### src/rtl/id_pkg.sv
// Shared definitions for the identifier token generator: character
// constants, moduli of the letter/digit sequences and the FSM encoding.
package id_pkg;

   localparam logic [7:0] CH_a         = 8'h61;
   localparam logic [7:0] CH_0         = 8'h30;
   localparam logic [7:0] SEP_CHAR_DEF = 8'h20;

   localparam int N_LET = 26;
   localparam int N_DIG = 10;
   localparam int LET_W = 5;
   localparam int DIG_W = 4;

   typedef enum logic [1:0] {
      ST_IDLE = 2'd0,
      ST_LET  = 2'd1,
      ST_DIG  = 2'd2,
      ST_SEP  = 2'd3
   } state_t;

   // First letter offset: low five seed bits folded into 0..25.
   function automatic logic [LET_W-1:0] let_start(input logic [7:0] seed);
      logic [LET_W-1:0] s5;
      s5 = seed[4:0];
      return (s5 >= 5'd26) ? s5 - 5'd26 : s5;
   endfunction

   // First digit offset: low four seed bits folded into 0..9.
   function automatic logic [DIG_W-1:0] dig_start(input logic [7:0] seed);
      logic [DIG_W-1:0] s4;
      s4 = seed[3:0];
      return (s4 >= 4'd10) ? s4 - 4'd10 : s4;
   endfunction

endpackage

### src/rtl/id_gen_if.sv
// Character link between the token generator (producer) and a sink such
// as the identifier recogniser. A beat transfers when valid and ready are
// both high on a rising clock edge.
interface id_gen_if;

   logic [7:0] char_data;
   logic       char_valid;
   logic       char_ready;

   modport master (
      output char_data,
      output char_valid,
      input  char_ready
   );

   modport slave (
      input  char_data,
      input  char_valid,
      output char_ready
   );

endinterface

### src/rtl/id_wrap_ctr.sv
// Modulo-N counter with synchronous load and increment. Besides the
// current value it exposes the value it will hold after the next edge so
// the owner can register a decoded version of it without extra latency.
module id_wrap_ctr #(
   parameter int N = 10,
   parameter int W = 4
) (
   input  logic         clk,
   input  logic         rst,
   input  logic         i_load,
   input  logic [W-1:0] i_load_val,
   input  logic         i_inc,
   output logic [W-1:0] o_value,
   output logic [W-1:0] o_next
);

   logic [W-1:0] r_value;
   logic [W-1:0] w_next;

   // Load has priority over increment; increment wraps N-1 back to zero.
   always_comb begin
      w_next = r_value;
      if (i_load) begin
         w_next = i_load_val;
      end else if (i_inc) begin
         if (r_value == W'(N - 1)) begin
            w_next = '0;
         end else begin
            w_next = r_value + W'(1);
         end
      end
   end

   // Counter register, cleared by reset.
   always_ff @(posedge clk) begin
      if (rst) begin
         r_value <= '0;
      end else begin
         r_value <= w_next;
      end
   end

   assign o_value = r_value;
   assign o_next  = w_next;

endmodule

### src/rtl/id_gen.sv
// Identifier token generator: on start it streams LET_N lowercase letters,
// DIG_N decimal digits and one separator over a valid/ready char link.
// Letter and digit values follow wrapping sequences offset by the seed.
module id_gen
   import id_pkg::*;
#(
   parameter int         LEN_W    = 4,
   parameter logic [7:0] SEP_CHAR = SEP_CHAR_DEF
) (
   input  logic             clk,
   input  logic             rst,
   input  logic             i_start,
   input  logic [LEN_W-1:0] i_let_len,
   input  logic [LEN_W-1:0] i_dig_len,
   input  logic [7:0]       i_seed,
   id_gen_if.master         chr_if,
   output logic             o_busy,
   output logic             o_done
);

   localparam logic [LEN_W-1:0] LEN_ONE = {{(LEN_W-1){1'b0}}, 1'b1};

   state_t           r_state;
   state_t           w_state_nxt;
   logic [LEN_W-1:0] r_let_cnt;
   logic [LEN_W-1:0] r_dig_cnt;
   logic [7:0]       r_char;
   logic             r_valid;
   logic             r_done;

   logic             w_accept;
   logic             w_launch;
   logic             w_let_inc;
   logic             w_dig_inc;
   logic [LEN_W-1:0] w_let_len_c;
   logic [LEN_W-1:0] w_dig_len_c;
   logic [LET_W-1:0] w_lp;
   logic [LET_W-1:0] w_lp_nxt;
   logic [DIG_W-1:0] w_dp;
   logic [DIG_W-1:0] w_dp_nxt;
   logic [7:0]       w_char_nxt;

   assign w_accept    = r_valid && chr_if.char_ready;
   assign w_launch    = (r_state == ST_IDLE) && i_start;
   assign w_let_inc   = (r_state == ST_LET) && w_accept;
   assign w_dig_inc   = (r_state == ST_DIG) && w_accept;
   assign w_let_len_c = (i_let_len == '0) ? LEN_ONE : i_let_len;
   assign w_dig_len_c = (i_dig_len == '0) ? LEN_ONE : i_dig_len;

   id_wrap_ctr #(.N(N_LET), .W(LET_W)) u_let_ptr (
      .clk        (clk),
      .rst        (rst),
      .i_load     (w_launch),
      .i_load_val (let_start(i_seed)),
      .i_inc      (w_let_inc),
      .o_value    (w_lp),
      .o_next     (w_lp_nxt)
   );

   id_wrap_ctr #(.N(N_DIG), .W(DIG_W)) u_dig_ptr (
      .clk        (clk),
      .rst        (rst),
      .i_load     (w_launch),
      .i_load_val (dig_start(i_seed)),
      .i_inc      (w_dig_inc),
      .o_value    (w_dp),
      .o_next     (w_dp_nxt)
   );

   // Next-state logic: each phase advances only when its last beat is taken.
   always_comb begin
      w_state_nxt = r_state;
      case (r_state)
         ST_IDLE: if (i_start) w_state_nxt = ST_LET;
         ST_LET:  if (w_accept && (r_let_cnt == LEN_ONE)) w_state_nxt = ST_DIG;
         ST_DIG:  if (w_accept && (r_dig_cnt == LEN_ONE)) w_state_nxt = ST_SEP;
         ST_SEP:  if (w_accept) w_state_nxt = ST_IDLE;
         default: w_state_nxt = ST_IDLE;
      endcase
   end

   // Character that will be on the link next cycle, derived from the next
   // state and next pointer values so the output can be a plain register.
   always_comb begin
      w_char_nxt = 8'h00;
      case (w_state_nxt)
         ST_LET:  w_char_nxt = CH_a + {{(8-LET_W){1'b0}}, w_lp_nxt};
         ST_DIG:  w_char_nxt = CH_0 + {{(8-DIG_W){1'b0}}, w_dp_nxt};
         ST_SEP:  w_char_nxt = SEP_CHAR;
         default: w_char_nxt = 8'h00;
      endcase
   end

   // State register; a reset mid-token drops straight back to idle.
   always_ff @(posedge clk) begin
      if (rst) begin
         r_state <= ST_IDLE;
      end else begin
         r_state <= w_state_nxt;
      end
   end

   // Remaining-beat down-counters, loaded with the clamped lengths at start.
   always_ff @(posedge clk) begin
      if (rst) begin
         r_let_cnt <= '0;
         r_dig_cnt <= '0;
      end else if (w_launch) begin
         r_let_cnt <= w_let_len_c;
         r_dig_cnt <= w_dig_len_c;
      end else begin
         if (w_let_inc) r_let_cnt <= r_let_cnt - LEN_ONE;
         if (w_dig_inc) r_dig_cnt <= r_dig_cnt - LEN_ONE;
      end
   end

   // Output register: char/valid hold while stalled, done pulses after SEP.
   always_ff @(posedge clk) begin
      if (rst) begin
         r_char  <= 8'h00;
         r_valid <= 1'b0;
         r_done  <= 1'b0;
      end else begin
         r_char  <= w_char_nxt;
         r_valid <= (w_state_nxt != ST_IDLE);
         r_done  <= (r_state == ST_SEP) && w_accept;
      end
   end

   assign chr_if.char_data  = r_char;
   assign chr_if.char_valid = r_valid;
   assign o_busy            = (r_state != ST_IDLE);
   assign o_done            = r_done;

endmodule

### src/flat_wrapper.sv
// flat-port wrapper written by rule: the top's interface ports become plain ports
module id_gen_flat import id_pkg::*;
#(
   parameter int         LEN_W    = 4,
   parameter logic [7:0] SEP_CHAR = SEP_CHAR_DEF
)
  (clk, rst, i_start, i_let_len, i_dig_len, i_seed, o_busy, o_done, chr_if_char_data, chr_if_char_valid, chr_if_char_ready);
  id_gen_if chr_if_i ();
  input  logic clk;
  input  logic rst;
  input  logic i_start;
  input  logic [LEN_W-1:0] i_let_len;
  input  logic [LEN_W-1:0] i_dig_len;
  input  logic [7:0] i_seed;
  output logic o_busy;
  output logic o_done;
  output wire logic [$bits(chr_if_i.char_data)-1:0] chr_if_char_data;
  output wire logic [$bits(chr_if_i.char_valid)-1:0] chr_if_char_valid;
  input wire logic [$bits(chr_if_i.char_ready)-1:0] chr_if_char_ready;
  assign chr_if_char_data = chr_if_i.char_data;
  assign chr_if_char_valid = chr_if_i.char_valid;
  assign chr_if_i.char_ready = chr_if_char_ready;
  id_gen #(.LEN_W(LEN_W), .SEP_CHAR(SEP_CHAR)) u_core (.clk(clk), .rst(rst), .i_start(i_start), .i_let_len(i_let_len), .i_dig_len(i_dig_len), .i_seed(i_seed), .chr_if(chr_if_i), .o_busy(o_busy), .o_done(o_done));
endmodule
### config.mk
export PLATFORM = sky130hd
export DESIGN_NAME = id_gen_flat
export DESIGN_NICKNAME = d
export VERILOG_FILES = /design/src/rtl/id_pkg.sv /design/src/rtl/id_gen_if.sv /design/src/rtl/id_wrap_ctr.sv /design/src/rtl/id_gen.sv /design/src/flat_wrapper.sv
export SDC_FILE = /design/constraint.sdc
export NUM_CORES = 1
export LEC_CHECK = 0
export CAP_MARGIN = 20
export CORE_MARGIN = 2
export CORE_UTILIZATION = 28
export CTS_CLUSTER_DIAMETER = 100
export DETAILED_ROUTE_END_ITERATION = 6
export MAX_ROUTING_LAYER = met4
export PLACE_DENSITY_LB_ADDON = 0.15
export SYNTH_ARGS = -nofsm -noshare
export SYNTH_HDL_FRONTEND = slang
export SYNTH_SLANG_ARGS = --single-unit
export TNS_END_PERCENT = 20
### constraint.sdc
create_clock -name clk -period 2.3 [get_ports clk]
set_input_delay 0.46 -clock clk [delete_from_list [all_inputs] [get_ports clk]]
set_output_delay 0.46 -clock clk [all_outputs]
set_load 0.02 [all_outputs]
# Yosys cells after proc, flatten, opt, wreduce, memory -nomap -nowiden
# Index checks and enable logic that the tools add are counted.
[word_totals]
reg_bits = 29
in_bits = 20
out_inout_bits = 11
word_cells = 62
[classes]
addsub = 8
n_lt_le_gt_ge = 2
eq_ne = 10
mux = 20
reduce_logical = 14
[op_table]
columns = ["cell", "count"]
rows = [
  ["4-bit 2-to-1 mux", 10],
  ["8-bit one-hot mux with 3 select lines", 1],
  ["5-bit 2-to-1 mux", 4],
  ["7-bit by 5-bit adder with 8-bit output, first input constant", 1],
  ["2-bit equality test, second input constant", 4],
  ["4-bit by 1-bit equality test with 1-bit output, second input constant", 2],
  ["4-bit logical NOT", 2],
  ["2-bit 2-to-1 mux", 4],
  ["2-bit one-hot mux with 4 select lines", 1],
  ["2-bit nonzero test", 4],
  ["4-bit by 1-bit subtractor with 4-bit output, second input constant", 2],
  ["6-bit by 4-bit adder with 7-bit output, first input constant", 1],
  ["1-bit logical AND", 7],
  ["5-bit by 1-bit adder with 5-bit output, second input constant", 1],
  ["5-bit equality test, second input constant", 1],
  ["5-bit >= comparator, second input constant", 1],
  ["5-bit subtractor, second input constant", 1],
  ["4-bit by 1-bit adder with 4-bit output, second input constant", 1],
  ["2-bit by 1-bit equality test with 1-bit output, second input constant", 2],
  ["4-bit equality test, second input constant", 1],
  ["4-bit >= comparator, second input constant", 1],
  ["4-bit subtractor, second input constant", 1],
  ["2-bit logical NOT", 1],
]

# Longest topological paths before layout
# Gate-level depths: netlist (run 1).
[logic_depth]
word_depth = 6
depth_mapped = 12
mapped_depth_nobuf = 12

# Hierarchy
# Synthesis (run 1) repeated with hierarchy kept, for this count alone.
[hier_totals]
hier_cells = 211
hier_area_um2 = 1783.0
[by_module_without_submodules]
columns = ["module", "n_inst", "cells_per_inst", "area_per_inst_um2", "seq_area_each_um2"]
rows = [
  ["id_gen", 1, 140, 1169.9, 400.4],
  ["id_wrap_ctr (u_core.u_let_ptr)", 1, 43, 384.1, 100.1],
  ["id_wrap_ctr (u_core.u_dig_ptr)", 1, 28, 229.0, 80.1],
]

# Least setup slack after synthesis (run 1)
# No wires, ideal clock.
[synth_timing]
path_kind = "input -> register"
from = "input i_seed[1]"
to = "register u_core.r_char[4] (netlist: u_core.chr_if.char_data[4])"
setup_time_ns = 0.095
arrival_time_ns = 2.010
t_required_ns = 2.205
setup_slack_ns = 0.195
path_stages = 12
path_buffers = 0
cell_sequence = "inv_1 > ha_1 > nand2b_1 > o21ai_0 > o221ai_2 > inv_1 > ha_1 > inv_1 > nor2_1 > o21ai_0 > mux2_2 > o311ai_1"
[synth_via]
elab_chain_len = 5
elab_cells_between_ends = 11
cone_classes = "add/sub (4); order compare (2); mux (5)"
[synth_lines]
columns = ["item", "line", "rtl"]
rows = [
  ["start, declared", "flat_wrapper.sv:14", "input logic [7:0] i_seed;"],
  ["5-bit subtractor or 5-bit >= comparator (tied branches)", "id_pkg.sv:25", "return (s5 >= 5'd26) ? s5 - 5'd26 : s5;"],
  ["5-bit 2-to-1 mux (*)", "id_pkg.sv:25", ""],
  ["5-bit 2-to-1 mux (*)", "id_wrap_ctr.sv:23", "if (i_load) begin"],
  ["via u_core.u_let_ptr.o_next[1]", "id_wrap_ctr.sv:14", "output logic [W-1:0] o_next"],
  ["7-bit by 5-bit adder with 8-bit output (*)", "id_gen.sv:87", "ST_LET: w_char_nxt = CH_a + {{(8-LET_W){1'b0}}, w_lp_nxt};"],
  ["8-bit one-hot mux with 3 select lines (*)", "id_gen.sv:86", "case (w_state_nxt)"],
  ["end signal, assigned", "id_gen.sv:124", "r_char <= w_char_nxt;"],
  ["end, declared", "id_gen.sv:27", "logic [7:0] r_char;"],
]
# The timed path passes the listed nets; every way through them passes the cells marked *.
# A chain may end at the register's enable or synchronous reset.

# Final worst setup path (run 1)
[layout_timing]
from = "input chr_if_char_ready"
to = "register u_core.r_char[4] (netlist: u_core.chr_if.char_data[4])"
[layout_via]
elab_chain_len = 6
elab_cells_between_ends = 19
cone_classes = "add/sub (2); eq/ne (3); mux (9); reduce/logical (5)"
[layout_lines]
columns = ["item", "line", "rtl"]
rows = [
  ["start, declared", "flat_wrapper.sv:19", "input wire logic [$bits(chr_if_i.char_ready)-1:0] chr_if_char_ready;"],
  ["1-bit logical AND (*)", "id_gen.sv:43", "assign w_accept = r_valid && chr_if.char_ready;"],
  ["1-bit logical AND, on equally long branches", "n/a", ""],
  ["5-bit 2-to-1 mux, or another cell as far along", "id_wrap_ctr.sv:25", "end else if (i_inc) begin"],
  ["5-bit 2-to-1 mux, or another cell as far along", "id_wrap_ctr.sv:23", ""],
  ["7-bit by 5-bit adder with 8-bit output, or another cell as far along", "id_gen.sv:87", ""],
  ["8-bit one-hot mux with 3 select lines (*)", "id_gen.sv:86", ""],
]
# Mark *: on every way between the ends. The rest lies on a longest branch, timed or not.

==> results of run 1 <==
cell families after synthesis:
group,Yosys count,synth area share [%]
and+or+nand+nor,79,25.69
AOI/OAI and AO/OA,69,25.90
DFF,29,32.56
buffers and inverters,24,6.947
adders and majority gates,9,6.316
xor gates and xnor gates,4,1.965
muxes,1,0.6315
power by group:
| part | switching [mW] | internal (mW) |
|---|---|---|
| sequential | 0.0407 | 0.547 |
| clock | 0.203 | 0.208 |
| combinational | 0.208 | 0.232 |
worst min-delay path, cell delays in order (launching register included):
cell     delay [ns]
dfxtp_1        0.32
nand3_1        0.06
a21oi_1        0.06
sequential cells by signal (all words and copies together) (netlist names):
name / flops
u_core.r_let_cnt: 4
u_core.r_state: 2
u_core.chr_if.char_data: 8
u_core.r_dig_cnt: 4
u_core.chr_if.char_valid: 1
u_core.u_let_ptr.o_value: 5
u_core.o_done: 1
u_core.u_dig_ptr.o_value: 4
what timing repair did:
action,4_1_cts,5_1_grt
resized for setup,4,17
buffers inserted,1,0
hold buffers,0,0
setup endpoints to repair,2,5
pin swaps,1,5
layout by cell type (no fill, tap or decap), drive strengths merged, types with 5 or more instances in the layout:
cell type,n
buf,40
dfxtp,29
clkdlybuf4s50,24
nor2,23
o21ai,20
a21oi,19
inv,16
nand2,12
ha,9
nand3,8
nor3,6
or2,6
o21a,5
clkbuf,5
final timing paths:
check / from / end / slack [ns] / depth (start not counted)
max: chr_if_char_ready / u_core.chr_if.char_data[4]$_SDFF_PP0_ / 0.07 / 7
min: u_core.r_let_cnt[1]$_SDFFE_PP0P_ / u_core.r_let_cnt[1]$_SDFFE_PP0P_ / 0.49 / 2
max reg2reg: u_core.u_let_ptr.o_value[1]$_SDFF_PP0_ / u_core.chr_if.char_data[4]$_SDFF_PP0_ / 0.17 / 12
min reg2reg: u_core.r_let_cnt[1]$_SDFFE_PP0P_ / u_core.r_let_cnt[1]$_SDFFE_PP0P_ / 0.49 / 2
routing by layer:
layer	track usage, %	vias to the layer above
li1	-	904
met4	3.959	0
met5	-	-
met2	24.00	15
met3	3.858	6
met1	17.27	796
area by class of cell:
cell class	instances	area (um2)	share of cell area, %
inverters	16	60.06	2.359
well taps	77	96.34	3.784
clock inverters	3	17.52	0.6880
multi-input cells	162	1145	44.96
clock buffers	5	68.82	2.703
flip-flops and latches	29	580.6	22.80
repair buffers	67	578.1	22.70
metrics by stage:
| step | instances | util (%) | power, mW | hold WS [ns] |
|---|---|---|---|---|
| 2_1_floorplan | 215 | - | 0.8170 | 0.4615 |
| 3_3_place_gp | 350 | 38.11 | 1.019 | 0.4796 |
| 3_5_place_dp | 350 | 38.11 | 1.016 | 0.4787 |
| 4_1_cts | 359 | 39.90 | 1.443 | 0.4875 |
| 5_1_grt | 359 | 40.80 | 1.537 | 0.5126 |
| 6_report | 359 | 40.80 | 1.439 | 0.4885 |
==> out/metrics.cfg, run 1 <==
[logic_synthesis]
synth_top_area_share_pct=32.56
synth-main-ff-cell=dfxtp_1
yosysWarnings=0
ys_seq_area_share_pct=32.56
synth_seq_cells=29
synthTopCellsByCount=dfxtp_1 (29), nor2_1 (22), o21ai_0 (20)
avgSynthCellArea_um2=8.293
ys_top_cells_by_area=dfxtp_1 (33%), ha_1 (6.3%), o21ai_0 (5.6%), a21oi_1 (5.3%), nor2_1 (4.6%)
synth_edf_count=0
netlist_instances=215
synth_fp_nets=244
synth_area_mm2=0.001783
post-synth-top-count-cell=dfxtp_1
ys_types=59
yosysTopAreaCell=dfxtp_1
async_reset_ff_share_pct=0

[place]
routabilityCongestion=0.8389
hpwl_um=3526
dpl-instance-area_mm2=0.002379
port_buffers=27
dp_slack_ns=-0.4020

[route]
dr_wl_met3_um=140
route.detailed.drc=0
final_antenna_net_count=0
wl_per_cell_um=13.01
num_vias=1721
wl_met2_um=2282
top_layer=met4
wl_um=4672
via_per_inst=4.794
wl_met1_um=2187
drt_pre_antenna_iters=4
drtIter0Drc=63

[timing]
setup_viol=0
fin_skew_ns=0.003491
maxSlewViolCount=0
slew_headroom_pct=69.63
tightest_slew_ns=0.4546
setup_ws_ns=0.06970
fmax_ghz=0.4484
hold_viol_final=0
rsz0062_at_grt=false
period_needed_ns=2.230
finalSetupTns_ns=0
post-route-period-util_pct=96.97

[floorplanning]
dieArea_mm2=0.007022
io_pins=31
coreArea_mm2=0.006241
start_util_pct=28.57
die_h_um=83.80
die_width_um=83.80
rows=29

[hold_path]
hp-class=register to register

[grt]
overflow=0
grt_max_degree=22
grt_usage_pct=14.43
grt_first_pass_wirelength_um=7976
grt_pass1_vias=1734
antenna_found_initial=0

[worst_setup_path]
path_buf_inv=2
cp_data_arrival_time_ns=2.42
max_stage_delay_ns=0.48
critPathRequiredTime_ns=2.49
crit_slowest_cell=clkdlybuf4s50_1
crit_type=input pin to register
crit_path_end_kind=register
cp_top_family=buffers and inverters
startpoint_type=input pin
crit_path_cell_trace=clkdlybuf4s50_1, buf_4, and3_1, a2111o_1, or3_1, mux2_4, o311ai_1
worstPathMaxFanout=4

[layout]
areaGrowthSynthToFinish_pct=42.81
antenna_cells=0
stdcell_area_mm2=0.002546
num-fill-cells=639
fin_nets=310
drive_above_1_share_pct=29.08

[clocking]
worst_skew_pair.late_latency_ns=0.28
clk_path_buf_depth=2
root_buffer=clkbuf_8
clkTransAtPathRegs_ns=0.07
htreeDepth=2
cts_buffers=5
clkSinkCount=29
cts_tree=built

[pwr]
peakVddDrop_mv=0.2271
p_per_area_mw_per_mm2=565.2
leakagePower_nw=1.041

[outcome]
status=finished clean

[run]
cap_viol_max_count=0

(Power assumes the default switching activity.)
==> run 2, diff against run 1 <==
Settings changed: HOLD_SLACK_MARGIN from default to 0.06.
==> results of run 2 <==
No change in the layout: final DEF, timing and power equal those of run 1.
==> run 3, diff against run 2 <==
Settings changed: CORE_MARGIN 2 to 4.
==> run 3 against run 2 <==
  * Register-to-register slack improved by 0.02 ns
  * Count of clock-buffer cells in the layout rose by 1
  * Via count rose by 1.6%
  * Design area up 1.3%
  * Maximum frequency grew 4.8%
  * Combinational power is 0.9% lower
  * Clock skew is 0.0075 ns higher
  * Largest power group unchanged
==> out/metrics.cfg, run 3 (synthesis results as in run 1) <==
[worst_setup_path]
crit_path_cell_trace=buf_4, or2_2, clkdlybuf4s50_1
crit_path_end_kind=output port
crit_type=register to output port
crit_slowest_cell=clkdlybuf4s50_1
critPathRequiredTime_ns=1.84
max_stage_delay_ns=0.54
path_buf_inv=2
cp_top_family=buffers and inverters
worstPathMaxFanout=8
startpoint_type=register
cp_data_arrival_time_ns=1.67

[clocking]
clkSinkCount=29
htreeDepth=2
worst_skew_pair.late_latency_ns=0.29
cts_buffers=5
cts_tree=built
clkTransAtPathRegs_ns=0.07
root_buffer=clkbuf_8
clk_path_buf_depth=2

[layout]
instances_no_fill=357
final_common_cell=buf_4
stdcell_area_mm2=0.002580
mostFrequentLayoutCells=buf_4 (39), dfxtp_1 (28), clkdlybuf4s50_1 (23)
drive_above_1_share_pct=27.30
fin_nets=310
antenna_cells=0
largest_register_ffs=8
areaGrowthSynthToFinish_pct=44.70

[place]
port_buffers=27
dp_slack_ns=-0.4024
routabilityCongestion=0.7905
hpwl_um=3500
dp_cells=343
dpl-instance-area_mm2=0.002338

[timing]
post-route-period-util_pct=92.53
setup_ws_ns=0.1718
tightest_slew_ns=0.4547
slew_headroom_pct=69.62
period_needed_ns=2.128
maxSlewViolCount=0
holdWs_ns=0.4872
setup_viol=0
hold_viol_final=0
fmax_ghz=0.4699
fin_skew_ns=0.01101

[route]
final_antenna_net_count=0
drt_pre_antenna_iters=4
drtIter0Drc=77
via_per_inst=4.896
wl_um=4826
num_vias=1748
route.detailed.drc=0
wl_per_cell_um=13.52

[pwr]
p_per_area_mw_per_mm2=618.1
peakVddDrop_mv=0.3430
leakagePower_nw=1.070

[floorplanning]
dieArea_mm2=0.007708
die_h_um=87.80
coreArea_mm2=0.006061
io_pins=31
rows=28
start_util_pct=29.42
die_width_um=87.80

[grt]
grt_pass1_vias=1686
grt_usage_pct=13.46
grt_max_degree=22
overflow=0
antenna_found_initial=0
grt_first_pass_wirelength_um=7783

[run]
cap_viol_max_count=0

[outcome]
status=finished clean

[hold_path]
hp-class=register to register

run 3: cell count changes in the layout (fill, tap and decap cells not counted), sizes merged:
cell,before,now
bufinv,0,1
clkbuf,5,6
clkdlybuf4s50,24,23
clkinv,2,0
dlymetal6s2s,3,4
run 3: cell type report:
type / instances / area [um2]
timing repair buffer: 67 / 593.1
multi-input combinational: 162 / 1131
tap: 75 / 93.84
sequential: 29 / 581.8
inverter: 16 / 60.06
clock buffer: 6 / 82.58
fill: 617 / 3481
clock inverter: 2 / 37.54
run 3: layer usage:
metal / up-vias / track usage (%) / wire (um)
met1: 802 / 17.00 / 2349
met3: 6 / 3.387 / 175
li1: 908 / - / -
met5: - / - / 0
met2: 32 / 20.75 / 2242
met4: 0 / 4.742 / 58
run 3: report_power, final:
part	switching [mW]	leakage, nW	internal, mW
sequential	0.0432	0.239	0.547
clock	0.216	0.0574	0.352
combinational	0.205	0.774	0.231
total	0.464	1.07	1.13
run 3: worst register-to-register path: stages, from the launching register on:
cell and delay (ns):
dfxtp_2 0.38, inv_1 0.06, ha_1 0.17, and4b_1 0.23
o21ai_1 0.22, o221ai_4 0.15, inv_1 0.10, ha_2 0.17
inv_1 0.05, nor2_1 0.08, o21ai_0 0.08, mux2_4 0.26
o311ai_1 0.07
run 3: repair_timing:
item	in CTS	in global routing
hold buffers	0	0
setup buffers	0	6
resized for setup	3	14
hold endpoints to repair	0	0
endpoints found under the setup margin	3	6
pin swaps	1	3
run 3: path summary, 6_finish.rpt:
check / from / to / slack [ns] / cells past startpoint
setup reg to reg: u_core.u_let_ptr.o_value[1]$_SDFF_PP0_ / u_core.chr_if.char_data[4]$_SDFF_PP0_ / 0.19 / 12
hold reg to reg: u_core.r_let_cnt[1]$_SDFFE_PP0P_ / u_core.r_let_cnt[1]$_SDFFE_PP0P_ / 0.49 / 2
hold / removal: u_core.r_let_cnt[1]$_SDFFE_PP0P_ / u_core.r_let_cnt[1]$_SDFFE_PP0P_ / 0.49 / 2
setup / recovery: u_core.r_state[0]$_SDFF_PP0_ / o_busy / 0.17 / 3
run 3: stage by stage:
stage          power (mW)  utilization, %   TNS [ns]
2_1_floorplan      0.8170               -          0
3_3_place_gp        1.006           38.58     -1.932
3_5_place_dp        1.005           38.58     -2.039
4_1_cts             1.584           40.73          0
5_1_grt             1.692           42.57  -0.006959
6_report            1.595           42.57          0
